**src/rtl/fetch_queue_pkg.sv**
```systemverilog
// Shared types and helpers for the fetch queue: the stored entry layout and
// the rule that turns a fetched doubleword into an entry.
package fetch_queue_pkg;

    localparam int INSTR_W = 32;
    localparam int PC_W    = 32;

    typedef struct packed {
        logic [PC_W-1:0]      pc;         // PC of slot 0
        logic [2*INSTR_W-1:0] instr;      // [31:0] slot 0, [63:32] slot 1
        logic [1:0]           slot_v;     // per-slot valid
        logic                 prd_taken;  // prediction carried with the pair
    } fetch_entry_t;

    // A fetch to the upper word of a doubleword yields only one useful
    // instruction; it is moved into slot 0 and slot 1 is marked invalid.
    function automatic fetch_entry_t build_entry(
        input logic [PC_W-1:0]      pc,
        input logic                 prd_taken,
        input logic [2*INSTR_W-1:0] rdata
    );
        fetch_entry_t e;
        e.pc        = pc;
        e.prd_taken = prd_taken;
        if (pc[2]) begin
            e.instr  = {{INSTR_W{1'b0}}, rdata[2*INSTR_W-1:INSTR_W]};
            e.slot_v = 2'b01;
        end else begin
            e.instr  = rdata;
            e.slot_v = 2'b11;
        end
        return e;
    endfunction

endpackage

```
**src/rtl/fetch_fifo_mem.sv**
```systemverilog
// Entry storage for the fetch queue: one synchronous write port and one
// combinational read port. Occupancy tracking lives in the parent.
module fetch_fifo_mem
    import fetch_queue_pkg::*;
#(
    parameter int DEPTH = 4,
    parameter int PTR_W = $clog2(DEPTH)
) (
    input  logic             i_clk,
    input  logic             i_we,
    input  logic [PTR_W-1:0] i_waddr,
    input  fetch_entry_t     i_wdata,
    input  logic [PTR_W-1:0] i_raddr,
    output fetch_entry_t     o_rdata
);

    fetch_entry_t r_mem [DEPTH];

    // Write the captured pair into the addressed slot.
    // NOTE: the array has no reset; an entry is only ever read after the
    // count says it was written, so clearing it would buy nothing.
    always_ff @(posedge i_clk) begin
        if (i_we) begin
            r_mem[i_waddr] <= i_wdata;
        end
    end

    assign o_rdata = r_mem[i_raddr];

endmodule

```
**src/rtl/fetch_queue.sv**
```systemverilog
// Fetch-side instruction queue: records each IMEM request, captures the
// returned doubleword one cycle later, buffers pairs for 2-wide decode and
// throttles the next-PC stage so no returning pair is ever dropped.
module fetch_queue
    import fetch_queue_pkg::*;
#(
    parameter  int DEPTH = 4,
    localparam int PTR_W = $clog2(DEPTH)
) (
    input  logic               i_clk,
    input  logic               i_rst,
    input  logic [PC_W-1:0]    i_fetch_pc,
    input  logic               i_prd_taken,
    input  logic               i_br_miss_n,
    output logic               o_fetch_en,
    input  logic [2*INSTR_W-1:0] i_imem_rdata,
    output logic               o_dec_valid,
    input  logic               i_dec_ready,
    output logic [PC_W-1:0]    o_dec_pc,
    output logic [2*INSTR_W-1:0] o_dec_instr,
    output logic [1:0]         o_dec_slot_v,
    output logic               o_dec_prd_taken,
    output logic [PTR_W:0]     o_count
);

    localparam logic [PTR_W:0] DEPTH_C = (PTR_W+1)'(DEPTH);

    logic [PTR_W-1:0] r_wr_ptr;
    logic [PTR_W-1:0] r_rd_ptr;
    logic [PTR_W:0]   r_count;

    logic             r_inflight_v;
    logic [PC_W-1:0]  r_inflight_pc;
    logic             r_inflight_prd;

    logic             w_flush;
    logic             w_pop;
    logic             w_capture;
    logic             w_mem_we;
    logic [PTR_W:0]   w_occupancy;
    fetch_entry_t     w_wr_entry;
    fetch_entry_t     w_head;

    assign w_flush     = ~i_br_miss_n;
    assign o_dec_valid = (r_count != '0);
    assign w_pop       = o_dec_valid & i_dec_ready;
    assign w_capture   = r_inflight_v;

    // Entries held after this edge if nothing is flushed: stored pairs plus
    // the pair arriving now, minus the one decode takes. Also the next count.
    assign w_occupancy = r_count
                       + {{PTR_W{1'b0}}, r_inflight_v}
                       - {{PTR_W{1'b0}}, w_pop};

    // A write that coincides with reset or flush belongs to the wrong path.
    assign w_mem_we   = w_capture & ~w_flush & ~i_rst;
    assign w_wr_entry = build_entry(r_inflight_pc, r_inflight_prd, i_imem_rdata);

    // Allow a new request only if its pair is guaranteed a slot; a flush
    // always enables so the PC register loads the redirect target.
    always_comb begin
        // NOTE: default first so every path assigns and no latch is inferred.
        o_fetch_en = 1'b0;
        if (!i_rst) begin
            if (w_flush) begin
                o_fetch_en = 1'b1;
            end else begin
                o_fetch_en = (w_occupancy < DEPTH_C);
            end
        end
    end

    // Pointer and occupancy bookkeeping; reset and flush both empty the queue.
    always_ff @(posedge i_clk) begin
        // NOTE: non-blocking so every register here samples pre-edge values.
        if (i_rst || w_flush) begin
            r_wr_ptr <= '0;
            r_rd_ptr <= '0;
            r_count  <= '0;
        end else begin
            if (w_capture) begin
                r_wr_ptr <= r_wr_ptr + 1'b1;
            end
            if (w_pop) begin
                r_rd_ptr <= r_rd_ptr + 1'b1;
            end
            r_count <= w_occupancy;
        end
    end

    // Remember the request presented to IMEM this cycle; no request is
    // recorded while flushing because that PC is on the wrong path.
    always_ff @(posedge i_clk) begin
        if (i_rst) begin
            r_inflight_v <= 1'b0;
        end else begin
            r_inflight_v <= o_fetch_en & i_br_miss_n;
        end
        if (o_fetch_en) begin
            r_inflight_pc  <= i_fetch_pc;
            r_inflight_prd <= i_prd_taken;
        end
    end

    fetch_fifo_mem #(
        .DEPTH (DEPTH),
        .PTR_W (PTR_W)
    ) u_mem (
        .i_clk   (i_clk),
        .i_we    (w_mem_we),
        .i_waddr (r_wr_ptr),
        .i_wdata (w_wr_entry),
        .i_raddr (r_rd_ptr),
        .o_rdata (w_head)
    );

    assign o_dec_pc        = w_head.pc;
    assign o_dec_instr     = w_head.instr;
    assign o_dec_prd_taken = w_head.prd_taken;
    assign o_dec_slot_v    = o_dec_valid ? w_head.slot_v : 2'b00;
    assign o_count         = r_count;

    a_count_bound : assert property (@(posedge i_clk) disable iff (i_rst)
        r_count <= DEPTH_C);

    a_no_overflow : assert property (@(posedge i_clk) disable iff (i_rst || w_flush)
        !(w_capture && (r_count == DEPTH_C) && !w_pop));

endmodule
```
**config.mk**
```make
export PLATFORM = sky130hd
export DESIGN_NAME = fetch_queue
export DESIGN_NICKNAME = d
export VERILOG_FILES = /design/src/rtl/fetch_queue_pkg.sv /design/src/rtl/fetch_fifo_mem.sv /design/src/rtl/fetch_queue.sv
export SDC_FILE = /design/constraint.sdc
export NUM_CORES = 1
export LEC_CHECK = 0
export CAP_MARGIN = 0
export CORE_MARGIN = 10
export CORE_UTILIZATION = 55
export CTS_CLUSTER_DIAMETER = 80
export DETAILED_ROUTE_END_ITERATION = 7
export PLACE_DENSITY = 0.79
export SYNTH_ARGS = -nofsm -noshare
export SYNTH_HDL_FRONTEND = slang
export SYNTH_SLANG_ARGS = --single-unit
```
**constraint.sdc**
```tcl
create_clock -name i_clk -period 5.4 [get_ports i_clk]
set_input_delay 1.08 -clock i_clk [delete_from_list [all_inputs] [get_ports i_clk]]
set_output_delay 1.08 -clock i_clk [all_outputs]
set_load 0.1 [all_outputs]
```
==> results of run 1 <==
-- cells by family after synthesis --
kind of cell | synth area share, %
buffers and inverters | 1.18
adder cells (fa/ha/maj) | 0.586
XOR/XNOR | 0.193
flip-flops | 79.9
AND/OR/NAND/NOR | 1.93
multiplexers | 16.1
AO/OA/AOI/OAI | 0.139
-- critical path, cell delays in order (launching register included) --
cell,delay [ps]
dfxtp_4,790
buf_12,350
mux4_2,590
clkdlybuf4s50_1,1000
-- layout make-up --
| class | count | area share, % |
|---|---|---|
| Timing Repair Buffer | 216 | 11.0 |
| Sequential cell | 435 | 64.2 |
| Tap cell | 384 | 2.38 |
| Clock inverter | 20 | 0.972 |
| Inverter | 7 | 0.130 |
| Multi-Input combinational cell | 196 | 15.3 |
| Clock buffer | 58 | 5.96 |
-- worst max path at each step --
| stage | start | endpoint | cells after the start |
|---|---|---|---|
| after floorplan | i_dec_ready | o_fetch_en | 7 |
| after global placement | i_dec_ready | o_fetch_en | 9 |
| after detailed placement | i_dec_ready | o_fetch_en | 9 |
| after CTS | flip-flop | o_dec_instr[27] | 3 |
| after global routing | flip-flop | o_dec_pc[11] | 3 |
| final | flip-flop | o_dec_pc[30] | 3 |
-- registers in the layout, indices dropped and copies added, names as in the netlist, named ones only --
| name | count |
|---|---|
| r_rd_ptr | 2 |
| u_mem.r_mem | 392 |
| r_wr_ptr | 2 |
| r_inflight_prd | 1 |
| r_inflight_v | 1 |
| o_count | 3 |
| r_inflight_pc | 32 |
-- through the flow --
step                      worst slack (ps)  total power [mW]  cells
after floorplan                        269              4.34    668
after global placement                1110              4.55   1238
after detailed placement              1080              4.57   1238
after CTS                              911              7.47   1316
after global routing                   826              7.64   1316
final                                 1000              7.41   1316
-- report_power, final --
part / leakage (nW) / total [mW] / switching [mW] / internal (mW)
clock: 0.685 / 2.92 / 1.16 / 1.75
sequential: 3.95 / 3.83 / 0.0364 / 3.79
combinational: 1.73 / 0.666 / 0.446 / 0.220
-- cell usage after synthesis --
| library cell | instances |
|---|---|
| dfxtp_1 | 10 |
| and3_1 | 4 |
| fa_1 | 1 |
| nor2_1 | 3 |
| inv_1 | 7 |
| ha_1 | 6 |
| or3_1 | 1 |
| edfxtp_1 | 425 |
| buf_4 | 1 |
| nand3b_1 | 2 |
| mux2i_1 | 4 |
| a21oi_1 | 1 |
| nor2b_1 | 33 |
| xnor3_1 | 1 |
| o311ai_0 | 1 |
| xnor2_1 | 1 |
| o31a_1 | 1 |
| and2_1 | 4 |
| buf_6 | 4 |
| mux4_2 | 98 |
| mux2_2 | 32 |
| or3b_2 | 2 |
| nand2b_1 | 1 |
| buf_2 | 15 |
| clkbuf_1 | 10 |
-- routing by layer --
layer  vias up  share of wire (%)  GRT usage [%]
met3        34                9.1           5.53
li1       3265                  -              -
met2       331                 49           28.4
met1      3846                 41           23.6
met4         4                1.1           3.31
met5         -              0.077              0
==> summary.md, run 1 <==
| Metric | Value |
|---|---|
| 1st-iter DRT viols | 524 |
| Congestion Overflow GR | 0 |
| Pre-Repair DR Iteration Count | 5 |
| Core Rows | 62 |
| Seq cells post-synth | 435 |
| Startpoint types | flip-flop |
| Num ports | 205 |
| Sequential area share after synthesis | 79.9% |
| H-tree depth | 2 |
| WP data required | 4320 ps |
| Tmin final | 4400 ps |
| CTS buffer count | 42 |
| Gr usage total | 17.7% |
| Setup-failing EPs final | 0 |
| Vias in the first global route | 8109 |
| Vias | 7480 |
| First-pass GRT wire length | 49400 um |
| Detailed Route WL | 32500 um |
| Hold-fix buffers, CTS | 0 |
| Fill cells | 1756 |
| Drt wl/cell | 24.7 um |
| Share of cells above drive strength 1 | 22.7% |
| Sequential cell area | 13000 sq um |
| Maxcap violations | 0 |
| Nets | 1006 |
| Fin Clk Skew | 14.3 ps |
| Worst IR drop on VDD | 0.265 mV |
| Routed vias/inst | 5.68 |
| Synth top area cells | edfxtp_1 79%, mux4_2 14%, mux2_2 2.2% |
| Antenna-violating nets left | 0 |
| Clock buffer depth | 3 |
| Crit. End Element | output port |
| Multi-input gate area | 3100 sq um |
| Hold Crit Endpoint | u_mem.r_mem[2][86] |
| GPL Wtd Cong | 0.707 |
| YS warnings | 0 |
| Post-DP Area | 18800 sq um |
| RSZ-0062 raised after global routing | false |
| Full die area | 36800 sq um |
| Most common cell after layout, fill and taps aside | edfxtp_1 |
| Clock sink total | 435 |
| Reg2reg end | r_inflight_pc[8] |
| Period utilisation layout | 81.4% |
| Finished Cell Area | 20200 sq um |
| Critical path arrival | 3320 ps |
| Largest net degree at the start of global routing | 70 |
| Syn_nets | 776 |
| Dpl hpwl | 19900 um |
| Worst slew pin tran | 1070 ps |
| R2R Setup Slk | 2440 ps |
| Static Leak | 6.37 nW |
| Final Util | 69.8% |
| Hold Slack | 492 ps |
| CTS resizes | 0 |
| Root Buffer | clkbuf_16 |
| Run status | complete, no violations |
| Skew-Pair Late Insertion Delay | 520 ps |
| Synth top area share | 78.7% |
| Max-slew headroom | 28.2% |
| Setup CP Type | flip-flop to output port |
| Core ar. | 28900 sq um |
| Chip width | 192 um |
| Post-CTS Setup Bufs | 0 |
| Total power per unit cell area | 367 nW/um^2 |
| Hold depth | 0 |
| Fmax | 227 MHz |
| Hold Path Class | flip-flop to flip-flop |
| R2R depth | 8 |
| Hold Vio Cnt, Final | 0 |
| Diode count | 0 |
| Largest area contributor in the netlist | edfxtp_1 |
| Crit Path Max Fanout | 34 |
| Die Y | 192 um |
| DRC Markers | 0 |
| Mapped Area | 16200 sq um |
| Initial antenna violation count | 2 |
| Layout area overhead | 24.6% |
| Worst r2r src | o_count[1] |
| Clock-pin transition on the worst setup and hold timing paths | 60 ps |
| Final Slew Violations | 0 |
| Initial Util | 56.1% |
| CTS tree | built |
| Synth unique cells | 25 |
| Hold_sp | r_inflight_pc[19] |
| Setup TNS | 0 ps |
| Syn Inst Count | 668 |
| Input/output buffers | 204 |
| Most frequent cells in the layout | 425 x edfxtp_1, 203 x clkdlybuf4s50_1, 98 x mux4_2 |
| Avg Cell Area, Syn | 24.3 sq um |
Power figures use the tool's default switching activity.
==> run 2: changes to the inputs <==
Settings changed: CORE_UTILIZATION 55 to 50, PLACE_DENSITY 0.79 to 0.76.
Clock period 5.4 ns to 3.6 ns, I/O delays scaled along.
==> run 2 against run 1 <==
  * Sequential cell count stayed put
  * Sequential power is 50% higher
  * First-iteration DRC count is 14% lower
  * Wire length is 3.2% lower
  * Die area is 8.9% higher
  * Combinational power is 49% higher
  * Critical path type unchanged
  * Critical path depth is 5 higher
  * Total power is 46% higher
==> summary.md, run 2 (synthesis gave the netlist of run 1 again) <==
| Metric | Value |
|---|---|
| Run status | complete, no violations (unchanged) |
| Core Rows | 65 (was 62) |
| Hold Path Class | flip-flop to flip-flop (unchanged) |
| Placement Setup Slack | 68.1 ps (was 1080 ps) |
| Finished Cell Area | 20100 sq um (was 20200 sq um) |
| Layout area overhead | 24.1% (was 24.6%) |
| Hold_sp | r_inflight_pc[23] (was r_inflight_pc[19]) |
| Hold Crit Endpoint | u_mem.r_mem[3][90] (was u_mem.r_mem[2][86]) |
| Most common cell after layout, fill and taps aside | edfxtp_1 (unchanged) |
| Top reg by flops | u_mem.r_mem (unchanged) |
| Initial antenna violation count | 2 (unchanged) |
| Worst r2r src | o_count[2] (was o_count[1]) |
| RSZ-0062 raised after global routing | false (unchanged) |
| Maxcap violations | 0 (unchanged) |
| Pre-Repair DR Iteration Count | 5 (unchanged) |
| Worst path max stage delay | 350 ps (was 1000 ps) |
| Post-route insts no fill | 1382 (was 1316) |
| WP data required | 2880 ps (was 4320 ps) |
| Initial Util | 51.0% (was 56.1%) |
| Crit Path Max Fanout | 5 (was 34) |
| First-pass GRT wire length | 49300 um (was 49400 um) |
| Drt wl/cell | 22.8 um (was 24.7 um) |
| Antenna-violating nets left | 0 (unchanged) |
| Clock buffer depth | 3 (unchanged) |
| CTS buffer count | 43 (was 42) |
| Chip width | 200 um (was 192 um) |
| Share of cells above drive strength 1 | 34.4% (was 22.7%) |
| Congestion Overflow GR | 0 (unchanged) |
| Post-DP Area | 18800 sq um (about the same) |
| Fin Clk Skew | 8.71 ps (was 14.3 ps) |
| Hold Vio Cnt, Final | 0 (unchanged) |
| Nets | 1022 (was 1006) |
| Root Buffer | clkbuf_16 (unchanged) |
| Hold depth | 0 (unchanged) |
| Num ports | 205 (unchanged) |
| Clock sink total | 435 (unchanged) |
| Core ar. | 31800 sq um (was 28900 sq um) |
| Detailed Route WL | 31500 um (was 32500 um) |
| Setup WS post-layout | 143 ps (was 1000 ps) |
| CTS tree | built (unchanged) |
| Total power per unit cell area | 538 nW/um^2 (was 367 nW/um^2) |
| Input/output buffers | 204 (unchanged) |
| Setup-failing EPs final | 0 (unchanged) |
| Startpoint types | flip-flop (unchanged) |
| Full die area | 40100 sq um (was 36800 sq um) |
| Reg2reg end | r_inflight_pc[12] (was r_inflight_pc[8]) |
| H-tree depth | 2 (unchanged) |
| Crit path cell chain | o31a_1, ha_1, inv_1, ha_1, fa_2, xnor3_2, a21oi_4, buf_12 (was buf_12, mux4_2, clkdlybuf4s50_1) |
| Hold Slack | 493 ps (was 492 ps) |
| Max-slew headroom | 33.8% (was 28.2%) |
| Worst slew pin tran | 990 ps (was 1070 ps) |
| Max reg flops | 392 (unchanged) |
| Crit. End Element | output port (unchanged) |
| Dpl hpwl | 20200 um (was 19900 um) |
| Vias in the first global route | 8154 (was 8109) |
| Most used cell, CP | ha_1 |
| R2R depth | 8 (unchanged) |
| 1st-iter DRT viols | 450 (was 524) |
| Vias | 7426 (was 7480) |
| Cells after DPL | 1303 (was 1238) |
| Die Y | 200 um (was 192 um) |
| Largest net degree at the start of global routing | 70 (unchanged) |
| DRC Markers | 0 (unchanged) |
| Static Leak | 6.52 nW (was 6.37 nW) |
| Fmax | 289 MHz |
| Setup CP Type | flip-flop to output port (unchanged) |
| GPL Wtd Cong | 0.715 (was 0.707) |
| R2R Setup Slk | 760 ps (was 2440 ps) |
| Skew-Pair Late Insertion Delay | 510 ps (was 520 ps) |
| Clock-pin transition on the worst setup and hold timing paths | 60 ps (about the same) |
| Critical path arrival | 2740 ps (was 3320 ps) |
| Most frequent cells in the layout | 425 x edfxtp_1, 112 x buf_4, 104 x clkdlybuf4s50_1 (was 425 x edfxtp_1, 203 x clkdlybuf4s50_1, 98 x mux4_2) |
| Slowest CP cell | dfxtp_4 (was clkdlybuf4s50_1) |
| Worst IR drop on VDD | 0.447 mV (was 0.265 mV) |
| Tmin final | 3460 ps |
| Final Slew Violations | 0 (unchanged) |
| Period utilisation layout | 96.0% |
| Routed vias/inst | 5.37 (was 5.68) |
| Gr usage total | 15.6% (was 17.7%) |
[run 2: cell count changes in the layout (fill, tap and decap cells not counted), sizes merged]
cell,before,now
buf,13,126
bufinv,4,2
clkbuf,58,62
clkdlybuf4s50,203,104
clkinv,15,11
diode,0,2
dlymetal6s2s,0,1
[run 2: routing by layer]
metal	vias up	part of all wire, %	GRT usage (%)
li1	3294	-	-
met1	3877	43	20.8
met2	223	49	25.5
met3	32	6.2	4.17
met4	0	1.3	3.13
met5	-	0	0
[run 2: repair_timing]
item	4_1_cts	5_1_grt
resized for setup	0	2
endpoints found under the setup margin	0	1
buffers inserted	0	1
hold buffers	0	0
[run 2: stage by stage]
| step | setup TNS (ps) | total power [mW] | utilization, % |
|---|---|---|---|
| after floorplan | -160 | 6.51 | - |
| after global placement | 0 | 6.83 | 59.2 |
| after detailed placement | 0 | 6.85 | 59.2 |
| after CTS | 0 | 11.0 | 63.3 |
| after global routing | 0 | 11.2 | 63.3 |
| final | 0 | 10.8 | 63.3 |
[run 2: critical path: cells and delay by family (launching register included)]
kind / cells / cell delay [ps]
xor+xnor: 1 / 270
compound gates: 2 / 540
flops: 1 / 350
buf+inv: 2 / 240
fa+ha+maj: 3 / 820
[run 2: cell type report]
class	instances	area [sq um]
inverter	7	26.3
fill	2148	11700
sequential	435	13000
antenna	2	5.00
clock inverter	14	118
tap	435	544
timing repair buffer	231	2170
multi-input combinational	196	3100
clock buffer	62	1190
[run 2: how the worst max path moves through the flow]
stage / from / end / depth (start not counted) / slack, ps
floorplan: i_dec_ready / o_fetch_en / 7 / -160
global placement: i_dec_ready / o_fetch_en / 9 / 70
detailed placement: i_dec_ready / o_fetch_en / 9 / 70
CTS: i_dec_ready / o_fetch_en / 9 / 60
global route: o_count[2] / o_fetch_en / 8 / 60
finish: o_count[2] / o_fetch_en / 8 / 140
[run 2: power breakdown]
| group | internal (mW) | switching, mW |
|---|---|---|
| Combinational | 0.324 | 0.670 |
| Sequential | 5.69 | 0.0504 |
| Clock | 2.43 | 1.68 |
==> run 3: changes to the inputs <==
Settings changed: REMOVE_ABC_BUFFERS set to 1.
==> run 3 against run 2 <==
  * Sequential power hardly changed
  * Total power is essentially flat
  * Setup slack better by 18 ps
  * Sequential cell count stayed put
==> summary.md, run 3 (synthesis gave the netlist of run 1 again) <==
| Metric | Value |
|---|---|
| Hold depth | 0 (unchanged) |
| WP data required | 2880 ps (about the same) |
| Vias in the first global route | 8117 (was 8154) |
| Diode count | 0 (was 2) |
| Full die area | 40100 sq um (unchanged) |
| CP Buf/Inv Count | 2 (unchanged) |
| Clock buffer depth | 3 (unchanged) |
| Nets | 1019 (was 1022) |
| Final Slew Violations | 0 (unchanged) |
| Top reg by flops | u_mem.r_mem (unchanged) |
| R2R depth | 8 (unchanged) |
| GPL Wtd Cong | 0.708 (was 0.715) |
| Hold Path Class | flip-flop to flip-flop (unchanged) |
| Largest net degree at the start of global routing | 71 (was 70) |
| Most frequent cells in the layout | 425 x edfxtp_1, 113 x buf_4, 104 x clkdlybuf4s50_1 (was 425 x edfxtp_1, 112 x buf_4, 104 x clkdlybuf4s50_1) |
| CTS buffer count | 42 (was 43) |
| DRC Markers | 0 (unchanged) |
| Max-slew headroom | 33.8% (about the same) |
| Static Leak | 6.49 nW (was 6.52 nW) |
| Most used cell, CP | ha_1 (unchanged) |
| Crit. End Element | output port (unchanged) |
| Period utilisation layout | 95.5% (was 96.0%) |
| Max reg flops | 392 (unchanged) |
| Worst IR drop on VDD | 0.440 mV (was 0.447 mV) |
| Crit path max-delay family | adder cells (unchanged) |
| Slowest CP cell | dfxtp_1 (was dfxtp_4) |
| Gr usage total | 15.4% (was 15.6%) |
| First-pass GRT wire length | 48700 um (was 49300 um) |
| Chip width | 200 um (unchanged) |
| Cells after DPL | 1300 (was 1303) |
| Congestion Overflow GR | 0 (unchanged) |
| Crit path cell chain | o31a_1, ha_1, inv_1, ha_1, fa_2, xnor3_2, a21oi_4, buf_12 (unchanged) |
| Root Buffer | clkbuf_16 (unchanged) |
| Skew-Pair Late Insertion Delay | 530 ps (was 510 ps) |
| Vias | 7470 (was 7426) |
| RSZ-0062 raised after global routing | false (unchanged) |
| Worst path max stage delay | 370 ps (was 350 ps) |
| Worst path depth | 8 (unchanged) |
| Fmax | 291 MHz (was 289 MHz) |
| Antenna-violating nets left | 0 (unchanged) |
| R2R Setup Slk | 790 ps (was 760 ps) |
| 1st-iter DRT viols | 455 (was 450) |
| Clock sink total | 435 (unchanged) |
| Worst r2r src | o_count[1] (was o_count[2]) |
| Post-DP Area | 18700 sq um (was 18800 sq um) |
| Run status | complete, no violations (unchanged) |
| Clock-pin transition on the worst setup and hold timing paths | 60 ps (about the same) |
| Final Power | 10.8 mW (about the same) |
| CTS tree | built (unchanged) |
| Crit path from | o_count[1] (was o_count[2]) |
| Drt wl/cell | 22.6 um (was 22.8 um) |
| Num ports | 205 (unchanged) |
| Initial Util | 51.0% (unchanged) |
| Setup CP Type | flip-flop to output port (unchanged) |
| Input/output buffers | 204 (unchanged) |
| Crit Path Max Fanout | 6 (was 5) |
| Die Y | 200 um (unchanged) |
| Worst slew pin tran | 990 ps (about the same) |
| Tmin final | 3440 ps (was 3460 ps) |
| Dpl hpwl | 19700 um (was 20200 um) |
| Total power per unit cell area | 540 nW/um^2 (was 538 nW/um^2) |
| Routed vias/inst | 5.42 (was 5.37) |
| Core Rows | 65 (unchanged) |
| Final Util | 63.1% (was 63.3%) |
| Hold Vio Cnt, Final | 0 (unchanged) |
| Share of cells above drive strength 1 | 34.3% (was 34.4%) |
| Setup-failing EPs final | 0 (unchanged) |
| Startpoint types | flip-flop (unchanged) |
| Post-route insts no fill | 1377 (was 1382) |
| Pre-Repair DR Iteration Count | 6 (was 5) |
| Layout area overhead | 23.6% (was 24.1%) |
| Most common cell after layout, fill and taps aside | edfxtp_1 (unchanged) |
| Initial antenna violation count | 0 (was 2) |
| Critical path arrival | 2720 ps (was 2740 ps) |
| H-tree depth | 2 (unchanged) |
| Fin Clk Skew | 15.4 ps (was 8.71 ps) |
| Finished Cell Area | 20100 sq um (about the same) |
| Fill cells | 2104 (was 2148) |
| Maxcap violations | 0 (unchanged) |
| Detailed Route WL | 31100 um (was 31500 um) |
| Core ar. | 31800 sq um (unchanged) |
| Hold_sp | r_inflight_pc[13] (was r_inflight_pc[23]) |
-- run 3: changes by cell type in the layout (fill, tap and decap cells not counted), sizes merged --
| cell | before | now |
|---|---|---|
| buf | 126 | 124 |
| bufinv | 2 | 3 |
| clkbuf | 62 | 55 |
| clkinv | 11 | 15 |
| clkinvlp | 1 | 0 |
| diode | 2 | 0 |
| inv | 7 | 9 |
-- run 3: through the flow --
stage	TNS [ps]	hold slack (ps)	setup WS (ps)
after CTS	0	498	8.58
after floorplan	-365670	459	-2510
final	0	501	161
after detailed placement	0	484	7.73
after global placement	0	470	74.6
after global routing	0	524	48.7
-- run 3: cell type report --
class                   instances  area (sq um)  share of cell area, %
inverters                       7          26.3                  0.131
flip-flops and latches        435         13000                   64.7
clock buffers                  55          1100                   5.48
well taps                     435           544                   2.71
clock inverters                20           193                  0.961
repair buffers                229          2120                   10.6
multi-input cells             196          3100                   15.5
-- run 3: worst paths after layout --
check | endpoint
max | o_fetch_en
max reg2reg | r_inflight_pc[31]
min | u_mem.r_mem[1][80]
min reg2reg | u_mem.r_mem[1][80]
-- run 3: routing by layer --
metal,vias to the layer above,wire length [um],GRT usage [%]
li1,3283,-,-
met2,264,15100,24.2
met4,0,483,3.33
met1,3881,13300,21.1
met5,-,0,0
met3,42,2290,4.43
-- run 3: power breakdown --
| group | leakage, nW | switching, mW | internal, mW |
|---|---|---|---|
| registers | 3.95 | 0.0568 | 5.69 |
| logic | 1.90 | 0.660 | 0.325 |
| clock network | 0.637 | 1.73 | 2.38 |
-- run 3: repair_timing --
item | in CTS | in global routing
setup endpoints to repair | 0 | 1
gates resized for setup | 0 | 3
hold buffers | 0 | 0
setup buffers | 0 | 2
